### src/rtl/conv_enc_pkg.sv
// rtl/conv_enc_pkg.sv - shared constants, puncture tables and FSM states for the K=7 encoder scheduler
package conv_enc_pkg;

    localparam logic [1:0] RATE_1_2  = 2'b00;
    localparam logic [1:0] RATE_2_3  = 2'b01;
    localparam logic [1:0] RATE_3_4  = 2'b10;
    localparam logic [1:0] RATE_RSVD = 2'b11;

    // Generator taps over {b, d1, d2, d3, d4, d5, d6}, b in the MSB
    localparam logic [6:0] G0 = 7'o133;
    localparam logic [6:0] G1 = 7'o171;

    localparam int TAIL_LEN = 6;

    // Keep masks as {keep_a, keep_b}
    localparam logic [1:0] KEEP_AB = 2'b11;
    localparam logic [1:0] KEEP_A  = 2'b10;
    localparam logic [1:0] KEEP_B  = 2'b01;

    typedef enum logic [1:0] {
        ST_IDLE,
        ST_DATA,
        ST_TAIL,
        ST_DRAIN
    } state_t;

    // Number of coded pairs in one puncture period
    function automatic logic [1:0] punct_period(input logic [1:0] rate);
        case (rate)
            RATE_2_3: punct_period = 2'd2;
            RATE_3_4: punct_period = 2'd3;
            default:  punct_period = 2'd1;
        endcase
    endfunction

    // Which half of the coded pair survives puncturing at a given phase
    function automatic logic [1:0] punct_keep(input logic [1:0] rate, input logic [1:0] phase);
        punct_keep = KEEP_AB;
        case (rate)
            RATE_2_3: if (phase == 2'd1) punct_keep = KEEP_A;
            RATE_3_4: begin
                if (phase == 2'd1) punct_keep = KEEP_A;
                if (phase == 2'd2) punct_keep = KEEP_B;
            end
            default: punct_keep = KEEP_AB;
        endcase
    endfunction

endpackage

### src/rtl/conv_k7_core.sv
// rtl/conv_k7_core.sv - rate-1/2 K=7 convolutional encoder core with step enable and sync clear
module conv_k7_core (
    input  logic clk,
    input  logic rst,
    input  logic clr,
    input  logic en,
    input  logic bit_in,
    output logic code_a,
    output logic code_b
);
    import conv_enc_pkg::*;

    // sr[5] is d1 (newest), sr[0] is d6 (oldest)
    logic [5:0] sr;
    logic [6:0] taps;

    assign taps   = {bit_in, sr};
    assign code_a = ^(taps & G0);
    assign code_b = ^(taps & G1);

    // Shift the new bit in as d1 on every step; clear starts a fresh frame from zero state
    always_ff @(posedge clk or negedge rst) begin
        if (!rst) begin
            sr <= '0;
        end else if (clr) begin
            sr <= '0;
        end else if (en) begin
            sr <= {bit_in, sr[5:1]};
        end
    end

endmodule

### src/rtl/conv_enc_sched.sv
// rtl/conv_enc_sched.sv - frame controller: data/tail stepping, puncturing and bit serialisation
module conv_enc_sched #(
    parameter int LEN_W = 12
) (
    input  logic             clk,
    input  logic             rst,
    input  logic             start,
    input  logic [1:0]       rate,
    input  logic [LEN_W-1:0] frame_len,
    input  logic             in_bit,
    input  logic             in_valid,
    output logic             in_ready,
    output logic             out_bit,
    output logic             out_valid,
    input  logic             out_ready,
    output logic             busy,
    output logic             done,
    output logic             err
);
    import conv_enc_pkg::*;

    state_t           state;
    logic [1:0]       rate_r;
    logic [1:0]       phase;
    logic [LEN_W-1:0] remaining;
    logic [2:0]       tail_cnt;

    logic buf_full, buf_a, buf_b, keep_a, keep_b;
    logic core_a, core_b, core_in;
    logic hs, pair_done, load, step, accept_start;

    // The pair buffer refills as soon as its last surviving bit leaves, keeping 1 bit/cycle out
    assign hs           = buf_full && out_ready;
    assign pair_done    = hs && !(keep_a && keep_b);
    assign load         = !buf_full || pair_done;
    assign step         = load && (((state == ST_DATA) && in_valid) || (state == ST_TAIL));
    assign in_ready     = (state == ST_DATA) && load;
    assign core_in      = (state == ST_DATA) ? in_bit : 1'b0;
    assign accept_start = (state == ST_IDLE) && start && (rate != RATE_RSVD);
    assign out_valid    = buf_full;
    assign out_bit      = keep_a ? buf_a : buf_b;

    conv_k7_core u_core (
        .clk    (clk),
        .rst    (rst),
        .clr    (accept_start),
        .en     (step),
        .bit_in (core_in),
        .code_a (core_a),
        .code_b (core_b)
    );

    // Frame sequencing: capture, count data bits, count tail bits, wait for the buffer to drain
    always_ff @(posedge clk or negedge rst) begin
        if (!rst) begin
            state     <= ST_IDLE;
            rate_r    <= RATE_1_2;
            phase     <= '0;
            remaining <= '0;
            tail_cnt  <= '0;
            busy      <= 1'b0;
            done      <= 1'b0;
            err       <= 1'b0;
        end else begin
            done <= 1'b0;
            err  <= 1'b0;
            if (step) begin
                phase <= (phase == punct_period(rate_r) - 2'd1) ? 2'd0 : phase + 2'd1;
            end
            case (state)
                ST_IDLE: begin
                    if (start) begin
                        if (rate == RATE_RSVD) begin
                            err <= 1'b1;
                        end else begin
                            rate_r    <= rate;
                            remaining <= frame_len;
                            tail_cnt  <= '0;
                            phase     <= '0;
                            busy      <= 1'b1;
                            state     <= (frame_len == '0) ? ST_TAIL : ST_DATA;
                        end
                    end
                end
                ST_DATA: begin
                    if (step) begin
                        remaining <= remaining - LEN_W'(1);
                        if (remaining == LEN_W'(1)) state <= ST_TAIL;
                    end
                end
                ST_TAIL: begin
                    if (step) begin
                        tail_cnt <= tail_cnt + 3'd1;
                        if (tail_cnt == 3'(TAIL_LEN - 1)) state <= ST_DRAIN;
                    end
                end
                ST_DRAIN: begin
                    if (!buf_full || pair_done) begin
                        done  <= 1'b1;
                        busy  <= 1'b0;
                        state <= ST_IDLE;
                    end
                end
                default: state <= ST_IDLE;
            endcase
        end
    end

    // Pair buffer: load a fresh punctured pair on each core step, retire A then B
    always_ff @(posedge clk or negedge rst) begin
        if (!rst) begin
            buf_full <= 1'b0;
            buf_a    <= 1'b0;
            buf_b    <= 1'b0;
            keep_a   <= 1'b0;
            keep_b   <= 1'b0;
        end else if (step) begin
            buf_full         <= 1'b1;
            buf_a            <= core_a;
            buf_b            <= core_b;
            {keep_a, keep_b} <= punct_keep(rate_r, phase);
        end else if (pair_done) begin
            buf_full <= 1'b0;
            buf_a    <= 1'b0;
            buf_b    <= 1'b0;
            keep_a   <= 1'b0;
            keep_b   <= 1'b0;
        end else if (hs) begin
            keep_a <= 1'b0;
        end
    end

endmodule
### config.mk
export PLATFORM = sky130hd
export DESIGN_NAME = conv_enc_sched
export DESIGN_NICKNAME = d
export VERILOG_FILES = /design/src/rtl/conv_enc_pkg.sv /design/src/rtl/conv_k7_core.sv /design/src/rtl/conv_enc_sched.sv
export SDC_FILE = /design/constraint.sdc
export NUM_CORES = 1
export LEC_CHECK = 0
export CORE_ASPECT_RATIO = 1.5
export CORE_MARGIN = 2
export CORE_UTILIZATION = 50
export CTS_BUF_LIST = sky130_fd_sc_hd__clkbuf_16
export DETAILED_ROUTE_END_ITERATION = 6
export PLACE_DENSITY = 0.7
export SLEW_MARGIN = 25
export SYNTH_ARGS = -nofsm -noshare
export SYNTH_HDL_FRONTEND = slang
export SYNTH_SLANG_ARGS = --single-unit
### constraint.sdc
create_clock -name clk -period 2.42 [get_ports clk]
set_input_delay 0.363 -clock clk [delete_from_list [all_inputs] [get_ports clk]]
set_output_delay 0.363 -clock clk [all_outputs]
set_load 0.05 [all_outputs]
### Yosys cells after proc, flatten, opt, wreduce, memory -nomap -nowiden

Cells that the tools add are included.

* add/sub/neg operators: 4
* multiply operators: 0
* div/mod/pow operators: 0
* $lt $le $gt $ge: 0
* eq/ne operators: 19
* shift-type cells: 0
* mux-type cells: 48
* bitwise operators: 1
* reductions and logical operators: 27

Operators with widths (number)
* 2-to-1 mux 12 bit: 3
* 2-to-1 mux 2 bit: 15
* case mux 12 bit (2 select lines): 1
* 2-to-1 mux 1 bit: 19
* parity 7 bit: 2
* equality test 12 x 1 -> 1 bit, second input constant: 1
* logical NOT 12 bit: 1
* 2-to-1 mux 6 bit: 2
* inequality test 2 bit, second input constant: 6
* AND reduction 4 bit: 3
* subtractor 12 x 1 -> 12 bit, second input constant: 1
* equality test 2 bit, second input constant: 5
* nonzero test 2 bit: 5
* 2-to-1 mux 3 bit: 3
* logical AND 1 bit: 8
* case mux 2 bit (2 select lines): 2
* case mux 2 bit (4 select lines): 1
* AND reduction 7 bit: 1
* equality test 2 x 1 -> 1 bit, second input constant: 3
* case mux 3 bit (2 select lines): 1
* inequality test 2 x 1 -> 1 bit, second input constant: 2
* adder 3 x 1 -> 3 bit, second input constant: 1
* equality test 3 bit, second input constant: 1
* AND reduction 3 bit: 1
* other kinds (9): 11

* register bits: 35
* bits in latches: 0
* memory bits (writable): 0
* bits in read-only memories: 0
* output and inout port bits: 6
* memories: 0

### Longest topological paths before layout

Gate-level depths: netlist (run 1).

* depth after elaboration: 13
* gate-level depth with buffers: 7
* gate-level depth less buffers: 6

### Hierarchy

From an unflattened synthesis (run 1), not the netlist that was laid out.

* cell total of the unflattened synthesis: 233
* area, all modules: 2175.8 um2

Modules (own cells, without submodules)
* conv_enc_sched: instances 1, cells an instance 210, area each 1865.5 um2, sequential area each 725.7 um2
* conv_k7_core: instances 1, cells an instance 23, area each 310.3 um2, sequential area each 150.1 um2

### Worst setup path before layout (run 1)

OpenSTA, ideal clock, no wires.

* path type: reg-to-output
* start: register buf_full, in the netlist out_valid
* end: output in_ready
* data arrival time: 1.655 ns
* slack: 0.402 ns
* cell stages (with the launch flop): 5
* cell sequence: dfrtp_1 > buf_2 > inv_1 > nor2_1 > nor2_1

* longest elaborated chain between the ends: 4
* elaborated cells between the ends (all ways): 5
* classes of those cells: reduce/logical (5)

RTL lines
* from (decl): RTL line conv_enc_sched.sv:28 `logic buf_full, buf_a, buf_b, keep_a, keep_b;`
* from (signal assigned): RTL line conv_enc_sched.sv:112 `buf_full <= 1'b0;`
* from (signal assigned): RTL line conv_enc_sched.sv:118 `buf_full <= 1'b1;`
* from (signal assigned): RTL line conv_enc_sched.sv:123 `buf_full <= 1'b0;`
* logical AND 1 bit: RTL line conv_enc_sched.sv:33 `assign hs = buf_full && out_ready;`
* logical AND 1 bit: RTL line conv_enc_sched.sv:34 `assign pair_done = hs && !(keep_a && keep_b);`
* logical OR 1 bit *: RTL line conv_enc_sched.sv:35 `assign load = !buf_full || pair_done;`
* logical AND 1 bit *: RTL line conv_enc_sched.sv:37 `assign in_ready = (state == ST_DATA) && load;`
* to (decl): RTL line conv_enc_sched.sv:12 `output logic in_ready,`

Every way passes the cells marked *; elsewhere a longest branch is shown, timed or not.

### Final worst setup path (run 1)

* start: register keep_a
* end: output out_bit

* longest elaborated chain between the ends: 1

RTL lines
* from (decl): RTL line conv_enc_sched.sv:28
* from (signal assigned): RTL line conv_enc_sched.sv:121 `{keep_a, keep_b} <= punct_keep(rate_r, phase);`
* 2-to-1 mux 1 bit: RTL line conv_enc_sched.sv:41 `assign out_bit = keep_a ? buf_a : buf_b;`
* to (decl): RTL line conv_enc_sched.sv:13 `output logic out_bit,`

Every way passes these cells.

==> key figures, run 1 <==
Worst hold path
  – Class of the worst hold path: flop to flop

Synth
  – Asr flop ratio synth: 100%
  – Main synth FF type: dfrtp_1
  – Post-synth EDFFs: 0
  – Number of synthesis warnings: 0
  – Sequential area share after synthesis: about two fifths
  – Mux contribution to synthesized area: about 4.4%
  – Commonest cells post-synth: dfrtp_1, nand2_1, nor2_1, inv_1, a21oi_1
  – Top-area cell type share of the netlist area: 38.7%
  – Most frequent cell after synthesis: dfrtp_1
  – Netlist cell types: 60
  – Main combinational cell family by area after synthesis: compound AO/OA/AOI/OAI gates
  – Register bit total from synthesis: 35
  – Mapped Cells: between 200 and 250
  – Ranking of synthesized cells by area: dfrtp_1, ha_1, nand2_1, a21oi_1, nor2_1
  – Syn nets: 279
  – Post-synthesis adder-cell area fraction: 6.64%
  – Synth Area in Compound Gates: 22.4%
  – Syn_area_per_cell: 9.15 µm²
  – Post-synthesis simple-gate area fraction: 19.8%
  – Post-Synth XOR/XNOR Area: 2.93%
  – Synthesized cell area: around 2300 µm²
  – Synth area leader: dfrtp_1

Die
  – Initial core utilization: roughly half
  – Die Ht: ~86 µm
  – Placeable Area: 4430 µm²
  – Row cnt: 30
  – Die W: 58.9 µm
  – Die area: about 5000 µm²
  – IO Pins: 26

Outcome
  – Status: finished, violations left
  – Failing checks: design-rule violations

Drt
  – Routed Antenna Nets: 0
  – Post-route DRC: 1
  – WL/cell: 17.0 µm
  – DRT iter0 DRCs: about 120
  – Pre-Repair DR Iteration Count: 7
  – Final WL: 5.58 mm
  – Vias: a little over 2000
  – Vias/cell: ~6.2

Setup path
  – Crit path to: out_bit
  – Crit. End Element: primary output
  – R2R Setup Slk: 0.42 ns
  – Required @ worst endpoint: 2.06 ns
  – Reg2reg path depth: 5
  – Worst setup path start: keep_a
  – R2R Path Start: state[0]
  – Critical Path AT: 1.74 ns
  – CP Launch Type: flop
  – R2R Path End: remaining[0]
  – Critical path type: flop to primary output
  – Max FO, Critical Path: 5

Placement
  – Routability cong.: 0.963
  – PortBufs: 25
  – DP Cell Count: around 320
  – HPWL after DPL: 4.23 mm

CTS
  – CTS sink cnt: 35
  – Skew-Pair Late Insertion Delay: 0.27 ns
  – Postcts setup bufs: 0
  – Longest Clk Path Bufs: 2
  – CTS root buffer: clkbuf_16
  – Post_cts resized: 0
  – CTS clk-pin slew, worst paths: 0.05 ns
  – H-tree Lvls: 2
  – CTS tree: yes
  – Cts hold-fix bufs: 0
  – CTS Buf Count: 5

Global routing
  – GRT overflow: 0
  – Antenna violations before repair: 0
  – Vias in the first global route: 1968
  – Total track usage: a little under a quarter
  – First-pass GRT wire length: 9.29 mm
  – Largest net degree at the start of global routing: 36

STA
  – Max Clock Skew: 0.00547 ns
  – Worst Tran Pin Value: 0.580 ns
  – Final setup viols: 0
  – Crit path time final: approximately 2.1 ns
  – Hold Vio Cnt, Final: 0
  – Tcrit/Tclk final: 86.9%
  – Max Fclk: 475 MHz
  – Worst rel slew slack: 61.3%
  – Sum of negative setup slack: 0 ns
  – Unrepaired setup endpoints after global routing: false
  – Pins Over Slew Limit: 0

Pwr
  – Peak VDD IR: just under 0.0006 V
  – PD cells: 1340 nW/µm²
  – Leakage: 0.00116 µW
  – Total chip power: 3660 µW

Finish
  – Ant diodes: 0
  – Layout cells sized above 1: between 10% and 20%
  – Area Overhead vs Synth: 20.6%
  – Final net count: 312
  – Fin cells: 328
  – Final core utilization: between 60% and 70%

Job
  – Max-Cap Viols: 0
[layout by cell type, fill, tap and decap left out, drive strengths merged, types with 4 or more instances in the layout]
cell type / n
a21oi: 16
a22oi: 4
buf: 9
clkbuf: 5
clkdlybuf4s50: 24
dfrtp: 35
ha: 12
inv: 18
mux2i: 8
nand2: 27
nand3: 6
nor2: 19
nor3: 6
nor4: 9
o211ai: 5
o21ai: 11
o22ai: 6
o2bb2ai: 4
xnor2: 4
[kinds of logic after synthesis]
| kind of cell | after synthesis |
|---|---|
| simple gates | 89 |
| compound gates | 71 |
| flops | 35 |
| buf+inv | 25 |
| fa+ha+maj | 12 |
| mux | 9 |
| xor+xnor | 6 |
[worst min path at each step]
stage | start | end | slack [ns] | depth (start not counted)
final | buf_b | buf_b | 0.49 | 2
after global routing | buf_b | buf_b | 0.56 | 2
after CTS | buf_b | buf_b | 0.50 | 2
after detailed placement | buf_b | buf_b | 0.49 | 2
after global placement | buf_b | buf_b | 0.48 | 2
after floorplan | rst | buf_a | 0.07 | 0
[worst max-delay path: stages, from the launching register on]
cell and delay [ns]:
dfrtp_1 0.42, mux2_2 0.35, clkdlybuf4s50_1 0.69
[metrics by stage]
| step | area (µm²) | hold slack [ns] | setup WS (ns) |
|---|---|---|---|
| 6_report | 2730 | 0.491 | 0.317 |
| 5_1_grt | 2730 | 0.561 | 0.267 |
| 3_3_place_gp | 2590 | 0.484 | 0.218 |
| 3_5_place_dp | 2590 | 0.487 | 0.229 |
| 2_1_floorplan | 2260 | 0.0674 | 0.402 |
| 4_1_cts | 2730 | 0.499 | 0.302 |
[flip-flops by register name, indices dropped and copies added (netlist names)]
name / flops
out_valid: 1
keep_b: 1
rate_r: 2
buf_b: 1
err: 1
keep_a: 1
buf_a: 1
phase: 2
remaining: 12
state: 2
tail_cnt: 3
u_core.sr: 6
busy: 1
done: 1
[cell type report]
type / count / area (µm²)
sequential: 35 / 876
fill: 418 / 1700
inverter: 18 / 67.6
timing repair buffer: 33 / 320
multi-input combinational: 187 / 1270
clock inverter: 2 / 8.76
clock buffer: 5 / 125
tap: 48 / 60.1
[metal layers]
metal  GRT usage, %  wire (µm)  vias to the layer above  part of all wire, %
li1               -          -                      975                    -
met1           28.7       2210                      968                   40
met2           42.2       3030                       78                   54
met3           2.99        236                       11                  4.2
met4           8.68         93                        0                  1.7
met5              0          0                        -                    0
[power by group]
group	switching (µW)	leakage (µW)	total [µW]	internal (µW)
registers	265	0.000440	1090	830
clock network	222	0.0000671	591	369
logic	1160	0.000650	1980	814
total	1650	0.00116	3660	2010
No activity file was read; power rests on OpenSTA's default activity.
==> inputs of run 2 (changes only) <==
--- a/config.mk
+++ b/config.mk
@@ -5,6 +5,7 @@
 export SDC_FILE = /design/constraint.sdc
 export NUM_CORES = 1
 export LEC_CHECK = 0
+export ABC_CLOCK_PERIOD_IN_PS = 2420
 export CORE_ASPECT_RATIO = 1.5
 export CORE_MARGIN = 2
 export CORE_UTILIZATION = 50
==> results of run 2 <==
The final DEF is identical to that of run 1; final timing and power are the same.
